**src/rtl/axi_wr_arbiter.sv**
```systemverilog
// Shares one AXI write slave port (AW/W/B) among NUM_MASTERS masters; the grant holds for a whole transaction.
// Define AXI_WR_ARB_FIXED_PRIO_EN for fixed priority (lowest index wins) instead of round-robin.
module axi_wr_arbiter #(
   parameter int NUM_MASTERS = 2,
   parameter int ADDR_BITS   = 32,
   parameter int LEN_BITS    = 8,
   parameter int SIZE_BITS   = 3,
   parameter int DATA_BITS   = 32,
   localparam int GNT_BITS   = $clog2(NUM_MASTERS),
   localparam int STRB_BITS  = DATA_BITS / 8
) (
   input  logic                             aclk,
   input  logic                             areset_n,
   input  logic [NUM_MASTERS-1:0]           m_aw_valid,
   output logic [NUM_MASTERS-1:0]           m_aw_ready,
   input  logic [NUM_MASTERS*ADDR_BITS-1:0] m_aw_addr,
   input  logic [NUM_MASTERS*LEN_BITS-1:0]  m_aw_len,
   input  logic [NUM_MASTERS*SIZE_BITS-1:0] m_aw_size,
   input  logic [NUM_MASTERS*2-1:0]         m_aw_burst,
   input  logic [NUM_MASTERS*4-1:0]         m_aw_cache,
   input  logic [NUM_MASTERS-1:0]           m_w_valid,
   output logic [NUM_MASTERS-1:0]           m_w_ready,
   input  logic [NUM_MASTERS-1:0]           m_w_last,
   input  logic [NUM_MASTERS*DATA_BITS-1:0] m_w_data,
   input  logic [NUM_MASTERS*STRB_BITS-1:0] m_w_strb,
   output logic [NUM_MASTERS-1:0]           m_b_valid,
   input  logic [NUM_MASTERS-1:0]           m_b_ready,
   output logic [NUM_MASTERS*2-1:0]         m_b_resp,
   output logic                             s_aw_valid,
   input  logic                             s_aw_ready,
   output logic [ADDR_BITS-1:0]             s_aw_addr,
   output logic [LEN_BITS-1:0]              s_aw_len,
   output logic [SIZE_BITS-1:0]             s_aw_size,
   output logic [1:0]                       s_aw_burst,
   output logic [3:0]                       s_aw_cache,
   output logic                             s_w_valid,
   input  logic                             s_w_ready,
   output logic [DATA_BITS-1:0]             s_w_data,
   output logic [STRB_BITS-1:0]             s_w_strb,
   output logic                             s_w_last,
   input  logic                             s_b_valid,
   input  logic [1:0]                       s_b_resp,
   output logic                             s_b_ready,
   output logic                             busy,
   output logic [GNT_BITS-1:0]              grant_id,
   output logic                             len_err
);

   typedef enum logic [1:0] {IDLE, ADDR, DATA, RESP} state_t;

   state_t                 state_q, state_d;
   logic [GNT_BITS-1:0]    grant_q, grant_d;
   logic [GNT_BITS-1:0]    rr_ptr_q, rr_ptr_d;
   logic [LEN_BITS-1:0]    beat_cnt_q, beat_cnt_d;
   logic [LEN_BITS-1:0]    aw_len_q, aw_len_d;
   logic                   len_err_q, len_err_d;

   logic [GNT_BITS-1:0]    winner;
   logic                   found;
   logic [NUM_MASTERS-1:0] gsel;
   logic                   in_addr, in_data, in_resp;

   logic                   sel_aw_valid, sel_w_valid, sel_w_last, sel_b_ready;
   logic [ADDR_BITS-1:0]   sel_aw_addr;
   logic [LEN_BITS-1:0]    sel_aw_len;
   logic [SIZE_BITS-1:0]   sel_aw_size;
   logic [1:0]             sel_aw_burst;
   logic [3:0]             sel_aw_cache;
   logic [DATA_BITS-1:0]   sel_w_data;
   logic [STRB_BITS-1:0]   sel_w_strb;

   // Winner: first requester at or above the pointer, else wrap to the lowest requester.
   always_comb begin
      winner = '0;
      found  = 1'b0;
`ifdef AXI_WR_ARB_FIXED_PRIO_EN
`else
      for (int k = 0; k < NUM_MASTERS; k++) begin
         if (!found && m_aw_valid[k] && (k >= int'(rr_ptr_q))) begin
            winner = GNT_BITS'(k);
            found  = 1'b1;
         end
      end
`endif
      for (int k = 0; k < NUM_MASTERS; k++) begin
         if (!found && m_aw_valid[k]) begin
            winner = GNT_BITS'(k);
            found  = 1'b1;
         end
      end
   end

   always_comb begin
      sel_aw_valid = 1'b0;
      sel_aw_addr  = '0;
      sel_aw_len   = '0;
      sel_aw_size  = '0;
      sel_aw_burst = '0;
      sel_aw_cache = '0;
      sel_w_valid  = 1'b0;
      sel_w_data   = '0;
      sel_w_strb   = '0;
      sel_w_last   = 1'b0;
      sel_b_ready  = 1'b0;
      for (int k = 0; k < NUM_MASTERS; k++) begin
         if (gsel[k]) begin
            sel_aw_valid = m_aw_valid[k];
            sel_aw_addr  = m_aw_addr[k*ADDR_BITS +: ADDR_BITS];
            sel_aw_len   = m_aw_len[k*LEN_BITS +: LEN_BITS];
            sel_aw_size  = m_aw_size[k*SIZE_BITS +: SIZE_BITS];
            sel_aw_burst = m_aw_burst[k*2 +: 2];
            sel_aw_cache = m_aw_cache[k*4 +: 4];
            sel_w_valid  = m_w_valid[k];
            sel_w_data   = m_w_data[k*DATA_BITS +: DATA_BITS];
            sel_w_strb   = m_w_strb[k*STRB_BITS +: STRB_BITS];
            sel_w_last   = m_w_last[k];
            sel_b_ready  = m_b_ready[k];
         end
      end
   end

   assign in_addr = (state_q == ADDR);
   assign in_data = (state_q == DATA);
   assign in_resp = (state_q == RESP);

   assign s_aw_valid = in_addr && sel_aw_valid;
   assign s_aw_addr  = in_addr ? sel_aw_addr  : '0;
   assign s_aw_len   = in_addr ? sel_aw_len   : '0;
   assign s_aw_size  = in_addr ? sel_aw_size  : '0;
   assign s_aw_burst = in_addr ? sel_aw_burst : '0;
   assign s_aw_cache = in_addr ? sel_aw_cache : '0;
   assign s_w_valid  = in_data && sel_w_valid;
   assign s_w_data   = in_data ? sel_w_data : '0;
   assign s_w_strb   = in_data ? sel_w_strb : '0;
   // Last is derived from the latched burst length, never trusted from the master.
   assign s_w_last   = in_data && (beat_cnt_q == aw_len_q);
   assign s_b_ready  = in_resp && sel_b_ready;

   assign busy     = (state_q != IDLE);
   assign grant_id = grant_q;
   assign len_err  = len_err_q;

   for (genvar gi = 0; gi < NUM_MASTERS; gi++) begin : g_master
      assign gsel[gi]            = (grant_q == GNT_BITS'(gi));
      assign m_aw_ready[gi]      = gsel[gi] && in_addr && s_aw_ready;
      assign m_w_ready[gi]       = gsel[gi] && in_data && s_w_ready;
      assign m_b_valid[gi]       = gsel[gi] && in_resp && s_b_valid;
      assign m_b_resp[gi*2 +: 2] = (gsel[gi] && in_resp) ? s_b_resp : 2'b00;
   end

   always_comb begin
      state_d    = state_q;
      grant_d    = grant_q;
      rr_ptr_d   = rr_ptr_q;
      beat_cnt_d = beat_cnt_q;
      aw_len_d   = aw_len_q;
      len_err_d  = len_err_q;
      case (state_q)
         IDLE: begin
            if (|m_aw_valid) begin
               grant_d = winner;
               state_d = ADDR;
            end
         end
         ADDR: begin
            if (s_aw_valid && s_aw_ready) begin
               aw_len_d   = s_aw_len;
               beat_cnt_d = '0;
               state_d    = DATA;
            end
         end
         DATA: begin
            if (s_w_valid && s_w_ready) begin
               beat_cnt_d = beat_cnt_q + 1'b1;
               if (sel_w_last != s_w_last) len_err_d = 1'b1;
               if (s_w_last) state_d = RESP;
            end
         end
         RESP: begin
            if (s_b_valid && s_b_ready) begin
               rr_ptr_d = (int'(grant_q) == NUM_MASTERS - 1) ? '0 : grant_q + 1'b1;
               state_d  = IDLE;
            end
         end
         default: state_d = IDLE;
      endcase
   end

   always_ff @(posedge aclk or negedge areset_n) begin
      if (!areset_n) begin
         state_q    <= IDLE;
         grant_q    <= '0;
         rr_ptr_q   <= '0;
         beat_cnt_q <= '0;
         aw_len_q   <= '0;
         len_err_q  <= 1'b0;
      end else begin
         state_q    <= state_d;
         grant_q    <= grant_d;
         rr_ptr_q   <= rr_ptr_d;
         beat_cnt_q <= beat_cnt_d;
         aw_len_q   <= aw_len_d;
         len_err_q  <= len_err_d;
      end
   end

endmodule
```
**config.mk**
```make
export PLATFORM = sky130hd
export DESIGN_NAME = axi_wr_arbiter
export DESIGN_NICKNAME = d
export VERILOG_FILES = /design/src/rtl/axi_wr_arbiter.sv
export SDC_FILE = /design/constraint.sdc
export NUM_CORES = 1
export LEC_CHECK = 0
export ABC_AREA = 1
export CAP_MARGIN = 5
export CORE_AREA = 3 3 110 112
export DETAILED_ROUTE_END_ITERATION = 8
export DIE_AREA = 0 0 113 115
export PLACE_DENSITY = 0.67
export RECOVER_POWER = 100
export SYNTH_ARGS = -nofsm -noshare
export SYNTH_HDL_FRONTEND = slang
export SYNTH_SLANG_ARGS = --single-unit
```
**constraint.sdc**
```tcl
create_clock -name aclk -period 4.7 [get_ports aclk]
set_clock_uncertainty 0.2 [all_clocks]
set_input_delay 0.705 -clock aclk [delete_from_list [all_inputs] [get_ports aclk]]
set_output_delay 0.705 -clock aclk [all_outputs]
set_load 0.05 [all_outputs]
```
==> flow_summary.json, run 1 <==
{
  "status": "completed",
  "via_per_inst": 4.495,
  "layout_setup_ws_ps": 573.1,
  "fin_nets": 868,
  "syn_nets": 600,
  "postCtsSetupRepairBufs": 0,
  "layout-drive-gt1-share_pct": 1.773,
  "fin_crit_sh_pct": 87.81,
  "slew_viol_final": 0,
  "grt_max_degree": 55,
  "vias": 3686,
  "antenna-diode-count": 0,
  "floorplan.initialDensity_pct": 21.75,
  "antenna_found_initial": 0,
  "worst_pin_slew_ps": 1008,
  "holdPathStages": 2,
  "finalSetupViolations": 0,
  "cts_buffer_depth": 2,
  "synth_fa_ha_area_share_pct": 2.541,
  "pin_count": 287,
  "worst_setup_path_start_kind": "flop",
  "crit_type": "reg -> out",
  "core_sq_um": 11320,
  "powerDensity_nw_per_um2": 532.6,
  "hold_path.class": "reg -> reg",
  "postPlaceCellArea_sq_um": 5376,
  "seq_area_frac_synth_pct": 21.34,
  "gp_congestion": 0.8457,
  "multi_input_area_sq_um": 1643,
  "drt-total-wl_microns": 12080,
  "hp-start": "len_err",
  "drtIter0Drc": 160,
  "syn_area_per_cell_sq_um": 6.006,
  "timing.rr.end": "beat_cnt_q[4]",
  "die_x_microns": 113,
  "firstDrtPassIters": 5,
  "ant_nets": 0,
  "final_cell_area_sq_um": 5403,
  "clk-insertion-delay-late_ps": 250,
  "endpoint_kind": "output pin",
  "crit_chain": "clkinvlp_4 -> nor3_1 -> dlygate4sd3_1",
  "grt_pass1_wl_microns": 18110,
  "ys_types": 29,
  "worstPathRequired_ps": 3800,
  "synth_area_sq_um": 2462,
  "clock-sinks": 21,
  "die_area_sq_um": 13000,
  "cts_resized": 0,
  "r2r_cells": 11,
  "pre_cts_slack_ps": 883.6,
  "crit_family": "buffers and inverters",
  "num_rows": 39,
  "cp_num_cells": 3,
  "final.fill_count": 1119,
  "cts-root-buf": "clkbuf_16",
  "synth-seq-cells": 21,
  "setup_tns_ps": 0,
  "finalCriticalPeriod_ps": 4127,
  "numCtsBuffers": 3,
  "drc": 0,
  "synth_compound_area_share_pct": 26.83,
  "p_leak_nw": 2.572,
  "critical_path.max_stage_delay_ps": 920,
  "syn_to_final_growth_pct": 119.4,
  "relSlewSlack_pct": 32.59,
  "die_y_microns": 115,
  "slowest_stage": "dlygate4sd3_1",
  "cts_hold_buf": 0,
  "h-tree-depth": 1,
  "synthMuxAreaShare_pct": 0.4065,
  "cts.clk_slew.worst_paths_ps": 60,
  "cap_viol_max_count": 0,
  "reg2reg_from": "grant_id",
  "ir_drop_mv": 0.2469,
  "r2r_slack_ps": 1420,
  "holdWs_ps": 267.1,
  "p_total_mw": 2.877,
  "yosys.area_share.simple_pct": 36.23,
  "synthCells": 410,
  "cts_tree": "done",
  "cp_max_fo": 54,
  "hold_viol_final": 0,
  "fmax_ghz": 0.2423,
  "io_buffers": 286,
  "yosysWarnings": 0,
  "rsz0062_at_grt": "false",
  "dp_hpwl_microns": 10180,
  "crit_buf_inv": 2,
  "overflow": 0,
  "regArea_sq_um": 525.5,
  "first_global_vias": 3590,
  "synth_top_family_by_area": "simple AND/OR/NAND/NOR gates",
  "arrival_ps": 3220,
  "grt_use_total_pct": 17.07,
  "wl_per_cell_microns": 14.73,
  "synthXorXnorAreaFrac_pct": 2.134,
  "hold_end": "len_err"
}
==> metal layers <==
layer / track usage [%] / up-vias / routed length (microns)
met5: 0 / - / 0
met4: 3.526 / 0 / 142
met3: 4.895 / 11 / 1215
met2: 33.85 / 186 / 6475
met1: 17.75 / 1615 / 4243
li1: - / 1874 / -
==> cell families after synthesis <==
group,after synthesis
fa+ha+maj,5
simple gates,220
xor+xnor,6
compound gates,101
flops,21
mux,1
buf+inv,56
==> worst max-delay path by stage <==
stage | end | from | slack (ps)
finish | m_aw_ready[1] | grant_id | 570
global route | s_w_data[10] | state_q[0] | 310
CTS | s_w_strb[3] | state_q[0] | 600
detailed placement | s_w_strb[3] | state_q[0] | 880
global placement | s_w_strb[3] | state_q[0] | 970
floorplan | m_aw_ready[0] | grant_id | 1440
==> power by group <==
group          total (mW)  internal [mW]  switching, mW  leakage (nW)
Sequential          0.293          0.234         0.0588         0.277
Combinational        2.40          0.730           1.67          2.26
Clock               0.181          0.116         0.0656        0.0382
Total                2.88           1.08           1.80          2.57
==> flip-flops by register name (all words and copies together) (netlist names) <==
name and cells:
aw_len_q 8, beat_cnt_q 8, state_q 2, grant_id 1, len_err 1, rr_ptr_q 1
==> cell type report <==
type,instances,share of cell area [%]
multi-input cells,333,30.41
well taps,143,3.312
repair buffers,289,52.94
clock buffers,4,1.459
flip-flops and latches,21,9.727
inverters,30,2.154
==> placed cells by master, fill, tap and decap left out <==
master,synthesis,layout
nand2_1,180,184
clkdlybuf4s50_1,0,184
dlygate4sd3_1,0,98
a21oi_1,51,51
a22o_1,36,36
inv_1,25,26
dfrtp_1,21,21
nor2_1,16,16
nand3_1,11,12
o21ai_0,8,10
ha_1,5,5
clkbuf_1,7,5
xnor2_1,3,3
nor3_1,3,3
xor2_1,3,3
clkbuf_16,0,3
buf_4,3,3
clkinv_1,2,2
nand3b_1,2,2
o21ai_2,4,2
clkinvlp_4,0,1
inv_2,2,1
nor2_2,1,1
a21boi_0,1,1
nand2_4,2,1
o211ai_1,1,1
nand4_1,1,1
mux2i_1,1,1
==> synthesized netlist by cell type, drive strengths merged <==
cell type	count	area [sq um]
a21oi	51	255.2
nand2	185	716.9
nand3b	2	15.01
nor3	3	15.01
a21boi	1	7.510
nand4	1	6.260
mux2i	1	10.01
dfrtp	21	525.5
clkbuf	7	26.28
ha	5	62.56
inv	28	110.1
buf	19	115.1
clkinv	2	7.510
o211ai	1	7.510
nor2	17	66.32
nand3	12	72.57
xnor2	3	26.28
xor2	3	26.28
o21ai	12	75.07
a22o	36	315.3
==> worst min-delay path, delay by kind of cell (launching register included) <==
| family | cells | cell delay [ps] |
|---|---|---|
| and+or+nand+nor | 1 | 50 |
| buffers and inverters | 1 | 40 |
| DFF | 1 | 340 |
==> stage by stage <==
step	instances	util, %
2_1_floorplan	410	-
3_3_place_gp	816	47.49
3_5_place_dp	816	47.49
4_1_cts	820	48.19
5_1_grt	820	47.72
6_report	820	47.72
Note: power is estimated with default switching activity, not from simulation.
==> inputs of run 2 (changes only) <==
CAP_MARGIN = 10   (was 5)
SLEW_MARGIN = 20   (was default)
==> flow_summary.json, run 2 (same netlist as run 1, synthesis figures left out) <==
{
  "fin_nets": 868,
  "final.fill_count": 1119,
  "finalSetupViolations": 0,
  "antenna-diode-count": 0,
  "ir_drop_mv": 0.2469,
  "holdWs_ps": 267.1,
  "fmax_ghz": 0.2423,
  "clock-sinks": 21,
  "switching_share_pct": 62.50,
  "worst_pin_slew_ps": 1207,
  "worst_setup_path_start_kind": "flop",
  "drtIter0Drc": 160,
  "slew_viol_final": 0,
  "top_regs": "aw_len_q: 8 flops, beat_cnt_q: 8 flops, state_q: 2 flops",
  "grt_pass1_wl_microns": 18110,
  "core_sq_um": 11320,
  "final_cell_mix": "nand2_1, clkdlybuf4s50_1, dlygate4sd3_1",
  "overflow": 0,
  "clk-insertion-delay-late_ps": 250,
  "die_area_sq_um": 13000,
  "numCtsBuffers": 3,
  "pin_count": 287,
  "rsz0062_at_grt": "false",
  "grt_use_total_pct": 17.07,
  "vias": 3692,
  "dp_hpwl_microns": 10180,
  "cts_tree": "done",
  "power_frac_seq_pct": 10.2,
  "setup_tns_ps": 0,
  "cts.clk_slew.worst_paths_ps": 60,
  "via_per_inst": 4.502,
  "io_buffers": 286,
  "regArea_sq_um": 525.5,
  "internal-power_mw": 1.079,
  "cp_max_fo": 54,
  "gp_congestion": 0.8457,
  "crit_type": "reg -> out",
  "worstPathRequired_ps": 3800,
  "comb_power_share_pct": 83.5,
  "floorplan.initialDensity_pct": 21.75,
  "powerDensity_nw_per_um2": 533.3,
  "relSlewSlack_pct": 19.54,
  "grt_max_degree": 55,
  "placed_cells": 816,
  "hold_path.class": "reg -> reg",
  "die_x_microns": 113,
  "multi_input_area_sq_um": 1643,
  "ant_nets": 0,
  "clock_power_share_pct": 6.3,
  "antenna_found_initial": 0,
  "wl_per_cell_microns": 14.75,
  "finalCriticalPeriod_ps": 4128,
  "firstDrtPassIters": 5,
  "first_global_vias": 3590,
  "cts-root-buf": "clkbuf_16",
  "arrival_ps": 3220,
  "p_sw_mw": 1.798,
  "endpoint_kind": "output pin",
  "postCtsSetupRepairBufs": 0,
  "layout-drive-gt1-share_pct": 1.773,
  "cts_buffer_depth": 2,
  "fin_crit_sh_pct": 87.83,
  "p_leak_nw": 2.569,
  "cts_hold_buf": 0,
  "drc": 0,
  "syn_to_final_growth_pct": 119.2,
  "hold_viol_final": 0,
  "num_rows": 39,
  "cts_resized": 0,
  "cap_viol_max_count": 0,
  "h-tree-depth": 1,
  "drt-total-wl_microns": 12090,
  "status": "completed",
  "stdcell_count": 820,
  "die_y_microns": 115
}
run 2: power by group through the flow:
stage / Clock, mW / Sequential, mW / Combinational (mW)
2_1_floorplan: 0 / 0.281 / 1.76
3_3_place_gp: 0 / 0.293 / 2.54
3_5_place_dp: 0 / 0.297 / 2.56
4_1_cts: 0.186 / 0.294 / 2.57
5_1_grt: 0.190 / 0.301 / 2.57
6_report: 0.181 / 0.293 / 2.40
run 2: final cells by class:
| cell class | instances | share of cell area (%) |
|---|---|---|
| Timing Repair Buffer | 289 | 52.89 |
| Multi-Input combinational cell | 333 | 30.44 |
| Sequential cell | 21 | 9.738 |
| Tap cell | 143 | 3.316 |
| Inverter | 30 | 2.156 |
| Clock buffer | 4 | 1.461 |
run 2: metrics by stage:
stage	utilization, %	worst slack, ps	total power, mW	cell area (sq um)
after floorplan	-	1441	2.039	2462
after global placement	47.49	966.7	2.832	5376
after detailed placement	47.49	883.6	2.857	5376
after CTS	48.19	597.5	3.049	5455
after global routing	47.67	309.5	3.063	5396
final	47.67	572.2	2.878	5396
run 2: path summary, 6_finish.rpt:
check                                end     start  slack (ps)  depth (start not counted)
max                        m_aw_ready[1]  grant_id         570                          3
min reg2reg                      len_err   len_err         270                          2
max reg2reg                beat_cnt_q[4]  grant_id        1410                         11
min                              len_err   len_err         270                          2
min in group asynchronous    aw_len_q[7]  areset_n         480                          1
max in group asynchronous       rr_ptr_q  areset_n        3100                          1
run 2: per-layer routing:
layer | track usage [%] | part of all wire [%] | up-vias
met5 | 0 | 0 | -
met4 | 3.526 | 1.2 | 0
met3 | 4.895 | 10 | 11
met2 | 33.85 | 54 | 189
met1 | 17.75 | 35 | 1618
li1 | - | - | 1874
run 2: worst max-delay path, cell delays in order, from the launching register on:
cell and delay, ps:
dfrtp_1 720, clkinvlp_4 910, nor3_1 400, dlygate4sd3_1 920
